===== src/rtl/ifu_fetch_queue.sv =====
// Fetch queue: in-order imem requests with up to DEPTH outstanding, buffered into DEPTH slots for decode.
// Latency 2 cycles request-to-decode at 1-cycle memory; decode stall holds the head and stops fetch once slots run out.
module ifu_fetch_queue #(
   parameter int                XLEN      = 64,
   parameter int                ILEN      = 32,
   parameter int                DEPTH     = 4,
   parameter logic [XLEN-1:0]   RESET_PC  = XLEN'(64'h8000_0000),
   parameter logic [ILEN-1:0]   NOP_INSTR = ILEN'(32'h0000_0013)
) (
   input  logic                         clk,
   input  logic                         rstn,
   input  logic                         redirect_en,
   input  logic [XLEN-1:0]              redirect_pc,
   output logic                         imem_req_valid,
   input  logic                         imem_req_ready,
   output logic [XLEN-1:0]              imem_req_addr,
   input  logic                         imem_rsp_valid,
   input  logic [ILEN-1:0]              imem_rsp_instr,
   output logic                         ifu_valid,
   input  logic                         ifu_ready,
   output logic [XLEN-1:0]              ifu_pc,
   output logic [ILEN-1:0]              ifu_instr,
   output logic [XLEN-1:0]              ifu_snxt_pc,
   output logic [$clog2(DEPTH+1)-1:0]   fq_count
);

   localparam int                PTR_W   = $clog2(DEPTH);
   localparam int                CNT_W   = $clog2(DEPTH+1);
   localparam logic [CNT_W-1:0]  DEPTH_C = CNT_W'(DEPTH);

   typedef struct packed {
      logic             alloc;
      logic             filled;
      logic [XLEN-1:0]  pc;
      logic [ILEN-1:0]  instr;
   } slot_t;

   slot_t             slot_q [DEPTH];
   logic [XLEN-1:0]   pc_q;
   logic [PTR_W-1:0]  alloc_ptr_q;
   logic [PTR_W-1:0]  fill_ptr_q;
   logic [PTR_W-1:0]  head_ptr_q;
   logic [CNT_W-1:0]  count_q;
   logic [CNT_W-1:0]  inflight_q;
   logic [CNT_W-1:0]  drop_cnt_q;
   logic [XLEN-1:0]   last_pc_q;
   logic [XLEN-1:0]   last_snxt_q;

   logic [CNT_W-1:0]  occ;
   logic              req_fire;
   logic              rsp_drop;
   logic              rsp_fill;
   logic              pop;
   slot_t             head;

   // Squashed in-flight responses still hold a credit, so they count against DEPTH.
   assign occ            = count_q + drop_cnt_q;
   assign imem_req_valid = rstn && !redirect_en && (occ < DEPTH_C);
   assign imem_req_addr  = pc_q;
   assign req_fire       = imem_req_valid && imem_req_ready;

   // A response with nothing outstanding is a protocol error and is ignored.
   assign rsp_drop = imem_rsp_valid && (drop_cnt_q != '0);
   assign rsp_fill = imem_rsp_valid && (drop_cnt_q == '0) && (inflight_q != '0);

   assign head        = slot_q[head_ptr_q];
   assign ifu_valid   = head.alloc && head.filled;
   assign pop         = ifu_valid && ifu_ready && !redirect_en;
   assign ifu_pc      = ifu_valid ? head.pc : last_pc_q;
   assign ifu_snxt_pc = ifu_valid ? head.pc + XLEN'(4) : last_snxt_q;
   assign ifu_instr   = ifu_valid ? head.instr : NOP_INSTR;
   assign fq_count    = count_q;

   always_ff @(posedge clk or negedge rstn) begin
      if (!rstn) begin
         for (int i = 0; i < DEPTH; i++) begin
            slot_q[i] <= '0;
         end
      end else if (redirect_en) begin
         for (int i = 0; i < DEPTH; i++) begin
            slot_q[i].alloc  <= 1'b0;
            slot_q[i].filled <= 1'b0;
         end
      end else begin
         // Pop, fill and alloc always target distinct slots, so their order here is free.
         if (pop) begin
            slot_q[head_ptr_q].alloc  <= 1'b0;
            slot_q[head_ptr_q].filled <= 1'b0;
         end
         if (rsp_fill) begin
            slot_q[fill_ptr_q].instr  <= imem_rsp_instr;
            slot_q[fill_ptr_q].filled <= 1'b1;
         end
         if (req_fire) begin
            slot_q[alloc_ptr_q].alloc  <= 1'b1;
            slot_q[alloc_ptr_q].filled <= 1'b0;
            slot_q[alloc_ptr_q].pc     <= pc_q;
         end
      end
   end

   always_ff @(posedge clk or negedge rstn) begin
      if (!rstn) begin
         pc_q        <= RESET_PC;
         alloc_ptr_q <= '0;
         fill_ptr_q  <= '0;
         head_ptr_q  <= '0;
         count_q     <= '0;
         inflight_q  <= '0;
         drop_cnt_q  <= '0;
      end else if (redirect_en) begin
         pc_q        <= redirect_pc;
         alloc_ptr_q <= '0;
         fill_ptr_q  <= '0;
         head_ptr_q  <= '0;
         count_q     <= '0;
         inflight_q  <= '0;
         // Every unfilled slot becomes a response to throw away, less any arriving now.
         drop_cnt_q  <= drop_cnt_q + inflight_q - CNT_W'(rsp_drop | rsp_fill);
      end else begin
         if (req_fire) begin
            pc_q        <= pc_q + XLEN'(4);
            alloc_ptr_q <= alloc_ptr_q + PTR_W'(1);
         end
         if (rsp_fill) begin
            fill_ptr_q <= fill_ptr_q + PTR_W'(1);
         end
         if (pop) begin
            head_ptr_q <= head_ptr_q + PTR_W'(1);
         end
         count_q    <= count_q + CNT_W'(req_fire) - CNT_W'(pop);
         inflight_q <= inflight_q + CNT_W'(req_fire) - CNT_W'(rsp_fill);
         drop_cnt_q <= drop_cnt_q - CNT_W'(rsp_drop);
      end
   end

   always_ff @(posedge clk or negedge rstn) begin
      if (!rstn) begin
         last_pc_q   <= '0;
         last_snxt_q <= '0;
      end else if (ifu_valid) begin
         last_pc_q   <= head.pc;
         last_snxt_q <= head.pc + XLEN'(4);
      end
   end

endmodule


===== config.mk =====
export PLATFORM = sky130hd
export DESIGN_NAME = ifu_fetch_queue
export DESIGN_NICKNAME = d
export VERILOG_FILES = /design/src/rtl/ifu_fetch_queue.sv
export SDC_FILE = /design/constraint.sdc
export NUM_CORES = 1
export LEC_CHECK = 0
export CELL_PAD_IN_SITES_DETAIL_PLACEMENT = 2
export CELL_PAD_IN_SITES_GLOBAL_PLACEMENT = 2
export CORE_MARGIN = 2
export CORE_UTILIZATION = 44
export CTS_CLUSTER_SIZE = 30
export DETAILED_ROUTE_END_ITERATION = 10
export DONT_BUFFER_PORTS = 1
export PLACE_DENSITY_LB_ADDON = 0.3
export RECOVER_POWER = 50
export SLEW_MARGIN = 0
export SYNTH_ARGS = -nofsm -noshare
export SYNTH_HDL_FRONTEND = slang
export SYNTH_SLANG_ARGS = --single-unit

===== constraint.sdc =====
create_clock -name clk -period 4.75 [get_ports clk]
set_clock_uncertainty 0.2 [all_clocks]
set_input_delay 1.425 -clock clk [delete_from_list [all_inputs] [get_ports clk]]
set_output_delay 1.425 -clock clk [all_outputs]
set_load 0.02 [all_outputs]

### Yosys cells after proc, flatten, opt, wreduce, memory -nomap -nowiden

Index checks and enable logic that the tools add are counted.

| operators by class | value |
|---|---|
| add/sub/neg operators | 13 |
| multipliers | 0 |
| div/mod/pow operators | 0 |
| order comparisons | 7 |
| equality and inequality tests | 0 |
| shift operators | 0 |
| muxes and demuxes | 47 |
| bitwise gates (word level) | 4 |
| reductions and logical operators | 19 |

Operators with widths:

| cell | count |
|---|---|
| 392-bit bitwise mux | 7 |
| 392-bit two-way mux | 5 |
| 98-bit demux with 2-bit select | 7 |
| 98-bit two-way mux | 4 |
| 97-bit two-way mux | 3 |
| 64-bit two-way mux | 4 |
| 98-bit binary-select mux with 2-bit select | 1 |
| 64-bit by 3-bit adder with 64-bit output (second input constant) | 2 |
| 96-bit two-way mux | 1 |
| 32-bit two-way mux | 2 |
| 2-bit two-way mux | 10 |
| 1-bit logical AND | 12 |
| 3-bit by 1-bit subtractor with 3-bit output | 4 |
| 3-bit greater-or-equal comparator (second input constant) | 3 |
| 3-bit by 1-bit less-than comparator with 1-bit output (second input constant) | 3 |
| 3-bit two-way mux | 3 |
| 2-bit NOT with 3-bit output | 3 |
| 2-bit by 1-bit adder with 2-bit output (second input constant) | 3 |
| 3-bit by 1-bit adder with 3-bit output | 2 |
| 3-bit adder | 2 |
| 2-bit nonzero test | 3 |
| 3-bit nonzero test | 2 |
| 3-bit logical NOT | 1 |
| 3-bit less-than comparator (second input constant) | 1 |
| 2 further kinds | 2 |

| word-level totals | value |
|---|---|
| register bits after elaboration | 599 |
| bits in latches | 0 |
| RAM bits | 0 |
| memory bits (read-only) | 0 |
| input port bits | 102 |
| output and inout bits | 229 |
| logic and storage cells | 115 |
| memories | 0 |

### Longest topological paths before layout

| logic depth | value |
|---|---|
| depth after elaboration | 18 |
| depth in mapped cells | 16 |
| gate-level depth less buffers | 12 |

### Least setup slack after synthesis

Ideal clock, no wire load.

| path | value |
|---|---|
| kind | reg-to-output |
| start point | reg head_ptr_q[0] |
| end point | out ifu_snxt_pc[32] |
| data arrival time | 2.946 ns |
| data required time | 3.125 ns |
| setup slack | 0.179 ns |
| cell stages (with the launch flop) | 12 |
| path buffers | 4 |
| cell sequence | dfrtp_1 buf_6 buf_12 buf_6 mux4_2 ha_1 nand2_1 nor4_4 buf_2 nand4_1 xor2_1 o21ai_0 |

| on the way | value |
|---|---|
| cells in the longest elaborated chain, start to end | 6 |
| elaborated cells between the ends (all ways) | 7 |
| those cells by class | add/sub (1); mux (4); bitwise (1); reduce/logical (1) |

Ends and longest elaborated chain:

| what | line | text |
|---|---|---|
| start, declared | 42 | `logic [PTR_W-1:0] head_ptr_q;` |
| start signal, assigned | 129 | `head_ptr_q <= head_ptr_q + PTR_W'(1);` |
| 2-bit NOT with 3-bit output (implied by the code) (*) | 66 | `assign head = slot_q[head_ptr_q];` |
| 98-bit binary-select mux with 2-bit select (*) | 66 |  |
| 98-bit two-way mux (implied by the code) (*) (2 in series) | 66 |  |
| 64-bit by 3-bit adder with 64-bit output or 1-bit logical AND (tied branches) | 70, 67 |  |
| 64-bit two-way mux (*) | -- |  |
| end, declared | 23 | `output logic [XLEN-1:0] ifu_snxt_pc,` |

Every way passes the cells marked *; elsewhere a longest branch is shown, timed or not. The select of a mux whose other input is x is not followed.

### Worst setup path in the final report

| path | value |
|---|---|
| start point | reg head_ptr_q[0] |
| end point | out ifu_snxt_pc[48] |

The elaborated chain is that of the path after synthesis.

==> summary.txt <==
Outcome
  – Status: complete, but fails checks
  – Failing checks: slew limit, setup timing

Global routing
  – Grt ovf: 0
  – Global-route wire length before repair: 180,000 µm
  – GR Layer Usage met3: 9.98%
  – GR peak layer: met2
  – Met2 usage: 59.5%
  – Pin count of the biggest net entering global routing: 602
  – All-Layer GR Usage: 37.1%
  – Initial antenna violation count: 6
  – Number of global-route vias before repair: 24,100
  – Met1 GRT Util: 47.3%

Floorplanning
  – FP Rows: 92
  – Starting density of the core: 44.5%
  – Die area: 66,000 µm²
  – Die Height: 257 µm
  – Die width: 257 µm
  – # IOs: 331
  – Core Region: 63,200 µm²

Yosys
  – Yosys reg bits: 599
  – Synth Area in XOR/XNOR: 1.59%
  – Post-synth EDFFs: 0
  – Cell count after synthesis: 2,284
  – Synthesized area: 28,200 µm²
  – Synth area leader: dfrtp_1
  – Complex-gate fraction of the synthesized area: 6.21%
  – Synth cell types: 69
  – Synth warn: 0
  – Post-Synth Simple-Gate Area: 12.0%
  – Mapped Nets: 2,413
  – Register area share after synthesis: 53.2%
  – Syn Area/Cell: 12.3 µm²
  – Yosys top cell area share: 53.2%
  – Synth area leaders: dfrtp_1, mux2_2, mux4_2, nand2_1, o21ai_0
  – Adder-Cell Fraction of Synth Area: 1.28%
  – Largest family of logic cells by synthesized area: multiplexers
  – Async S/R FF share, synth: 100%
  – Mux contribution to synthesized area: 22.7%
  – Main synth FF type: dfrtp_1

Timing
  – Period Utilization, post-route: 120%
  – Min setup slack post-route: -0.935 ns
  – Final setup fails: 158
  – Worst-margin pin slew: 3.19 ns
  – Max Slew Vio Count: 528
  – Slew Limit Headroom: -113%
  – Fin crit period: 5.69 ns
  – Max Fclk: 176 MHz
  – RSZ-0062 raised after global routing: yes
  – Final hold vios: 0

Critical path
  – Reg-to-Reg Start: head_ptr_q[1]
  – CP startpoint kind: flip-flop
  – Register-to-Register Path Depth: 15
  – Capturing point of the worst reg2reg path: fq_count[2]
  – CP Capture Type: output pin
  – Required time of the worst setup path: 3.12 ns
  – Worst R2R Setup Slack: 0.37 ns
  – Crit Path Class: reg2out
  – Data arrival time of the worst path: 4.06 ns
  – Worst Setup SP: head_ptr_q[0]
  – Crit Path Max Fanout: 5

Flow run
  – Max-Cap Viols: 0

Clock network
  – CTS tree: built
  – CTS Buffer Depth: 3
  – Hold_buf cts: 0
  – Clock buffer count from CTS: 69
  – Clock Latency Late Sink: 0.65 ns
  – H-tree level count: 3
  – Clk slew on worst S/H paths: 0.07 ns
  – Root Buffer: clkbuf_16
  – CTS sink cnt: 599

Place
  – Dpl hpwl: 63,900 µm
  – Port-buffer cells: 0
  – Post-DP Area: 29,600 µm²
  – Placed Cells: 3,089
  – GPL Wtd Cong: 0.839

Final layout
  – Finished Layout Cells: 3,348
  – Syn-to-layout area delta: 25.2%
  – Fill count: 5,672
  – Share of post-route cells with drive strength above 1: 44.1%
  – Nets@finish: 2,579
  – Fin area: 35,200 µm²
  – Post-layout util: 55.8%

Pwr
  – VDD IR max: 0.249 mV
  – Power density over cell area: 480 nW/µm²
  – Leakage Power: 16.2 nW

Routing
  – Routed wirelength normalized by instance count: 42.6 µm
  – Vias post-DR: 23,200
  – DR pass1 iterations: 5
  – Post-DRT Antenna Nets: 0
  – WL final: 143,000 µm
  – DR iter-0 viols: 2,872
  – Vias per cell: 6.93
  – DRC Markers: 0

Hold path
  – Worst Hold Class: in2async
-- cell usage in the layout, fill, tap and decap left out, drive strengths merged, types with 22 or more instances in the layout --
cell type | netlist | routed
dfrtp | 598 | 598
mux2 | 365 | 365
nand2 | 338 | 338
buf | 55 | 246
o21ai | 117 | 117
clkbuf | 107 | 107
mux4 | 97 | 97
nand3 | 70 | 70
nor2b | 46 | 46
nand4 | 40 | 41
nor2 | 40 | 40
inv | 33 | 37
o311ai | 34 | 34
and3 | 32 | 32
xor2 | 26 | 26
xnor2 | 25 | 25
ha | 24 | 24
nor4 | 23 | 23
nor3 | 22 | 22
-- cells by family (layout without fill, tap and decap cells) --
family / after synthesis / after routing
other: 0 / 3
adders and majority gates: 27 / 27
muxes: 472 / 472
and+or+nand+nor: 675 / 676
buffers and inverters: 195 / 409
AOI/OAI and AO/OA: 265 / 265
xor gates and xnor gates: 51 / 51
DFF: 599 / 599
-- critical path, cell delays in order, from the launching register on --
cell and delay [ns]:
dfrtp_4 0.51, buf_6 0.17, clkbuf_16 0.18, mux4_2 0.41, nand4_1 0.28, buf_4 0.27
nor3_1 0.43, nand4_1 0.39, mux2i_1 0.46, a221o_2 0.31
-- report_power, final --
part | leakage (nW) | switching [mW] | internal (mW) | total [mW]
clock | 1.12 | 2.58 | 3.22 | 5.80
combinational | 6.96 | 2.40 | 1.70 | 4.09
sequential | 8.08 | 1.14 | 5.89 | 7.04
total | 16.2 | 6.12 | 10.8 | 16.9
-- registers in the layout (all words and copies together), names as in the netlist --
signal and flops:
alloc_ptr_q 2, drop_cnt_q 3, fill_ptr_q 2, fq_count 3
head_ptr_q 2, imem_req_addr 64, inflight_q 3, last_pc_q 64
last_snxt_q 64, slot_q 392
-- Yosys cell counts, types with 3 or more instances --
master      n
dfrtp_1   598
mux2_2    365
nand2_1   337
o21ai_0   116
clkbuf_1  105
mux4_2     95
nand3_1    68
nor2b_1    46
nor2_1     40
nand4_1    37
and3_1     32
inv_1      31
o311ai_0   31
buf_1      29
xor2_1     26
xnor2_1    25
ha_1       24
nor3_1     22
buf_2      18
a21oi_1    17
nor4_1     17
a21o_1     16
a221o_1    16
and2_1     16
o211ai_1   16
a31oi_1    14
a22oi_1    11
or4_1      11
mux2i_1    10
and4_1      8
nor3b_1     8
or2_2       6
buf_6       5
nor4_4      5
or3_1       5
a32o_1      4
a41oi_1     4
a22o_1      3
a32oi_1     3
fa_1        3
o311ai_1    3
-- metrics by stage --
step           setup WS (ns)  hold slack (ns)  total power, mW  setup TNS, ns
4_1_cts               -0.407            0.276             15.7         -13.07
5_1_grt               -0.881            0.278             17.2         -44.91
6_report              -0.935            0.272             16.9         -46.41
3_3_place_gp          -0.183            0.257             9.29         -0.759
2_1_floorplan          0.179            0.245             8.33              0
3_5_place_dp          -0.333            0.277             9.64          -2.33
-- timing repair --
| action | CTS | global route |
|---|---|---|
| setup endpoints to repair | 157 | 137 |
| gates resized for setup | 269 | 236 |
| pin swaps | 34 | 71 |
| setup buffers | 56 | 62 |
| gates cloned | 9 | 13 |
-- routing by layer --
layer / share of wire (%) / up-vias
met5: 0.013 / -
met4: 6.1 / 4
met3: 9.2 / 565
met2: 47 / 1691
met1: 37 / 12400
li1: - / 8592
-- layout make-up --
cell class / instances / area, µm² / share of cell area [%]
sequential: 599 / 15000 / 42.6
clock buffer: 97 / 2030 / 5.77
multi-input combinational: 1491 / 13900 / 39.4
clock inverter: 23 / 241 / 0.685
timing repair buffer: 256 / 2860 / 8.12
tap: 846 / 1060 / 3.00
antenna: 3 / 7.51 / 0.0213
inverter: 33 / 141 / 0.401
-- how the worst max path moves through the flow --
stage,to,slack [ns],depth (start not counted)
after global placement,ifu_snxt_pc[53],-0.18,8
after CTS,ifu_snxt_pc[50],-0.41,9
after global routing,ifu_snxt_pc[46],-0.88,9
after detailed placement,ifu_snxt_pc[53],-0.33,8
final,ifu_snxt_pc[48],-0.94,9
after floorplan,ifu_snxt_pc[32],0.18,11
No activity file was read; power rests on OpenSTA's default activity.
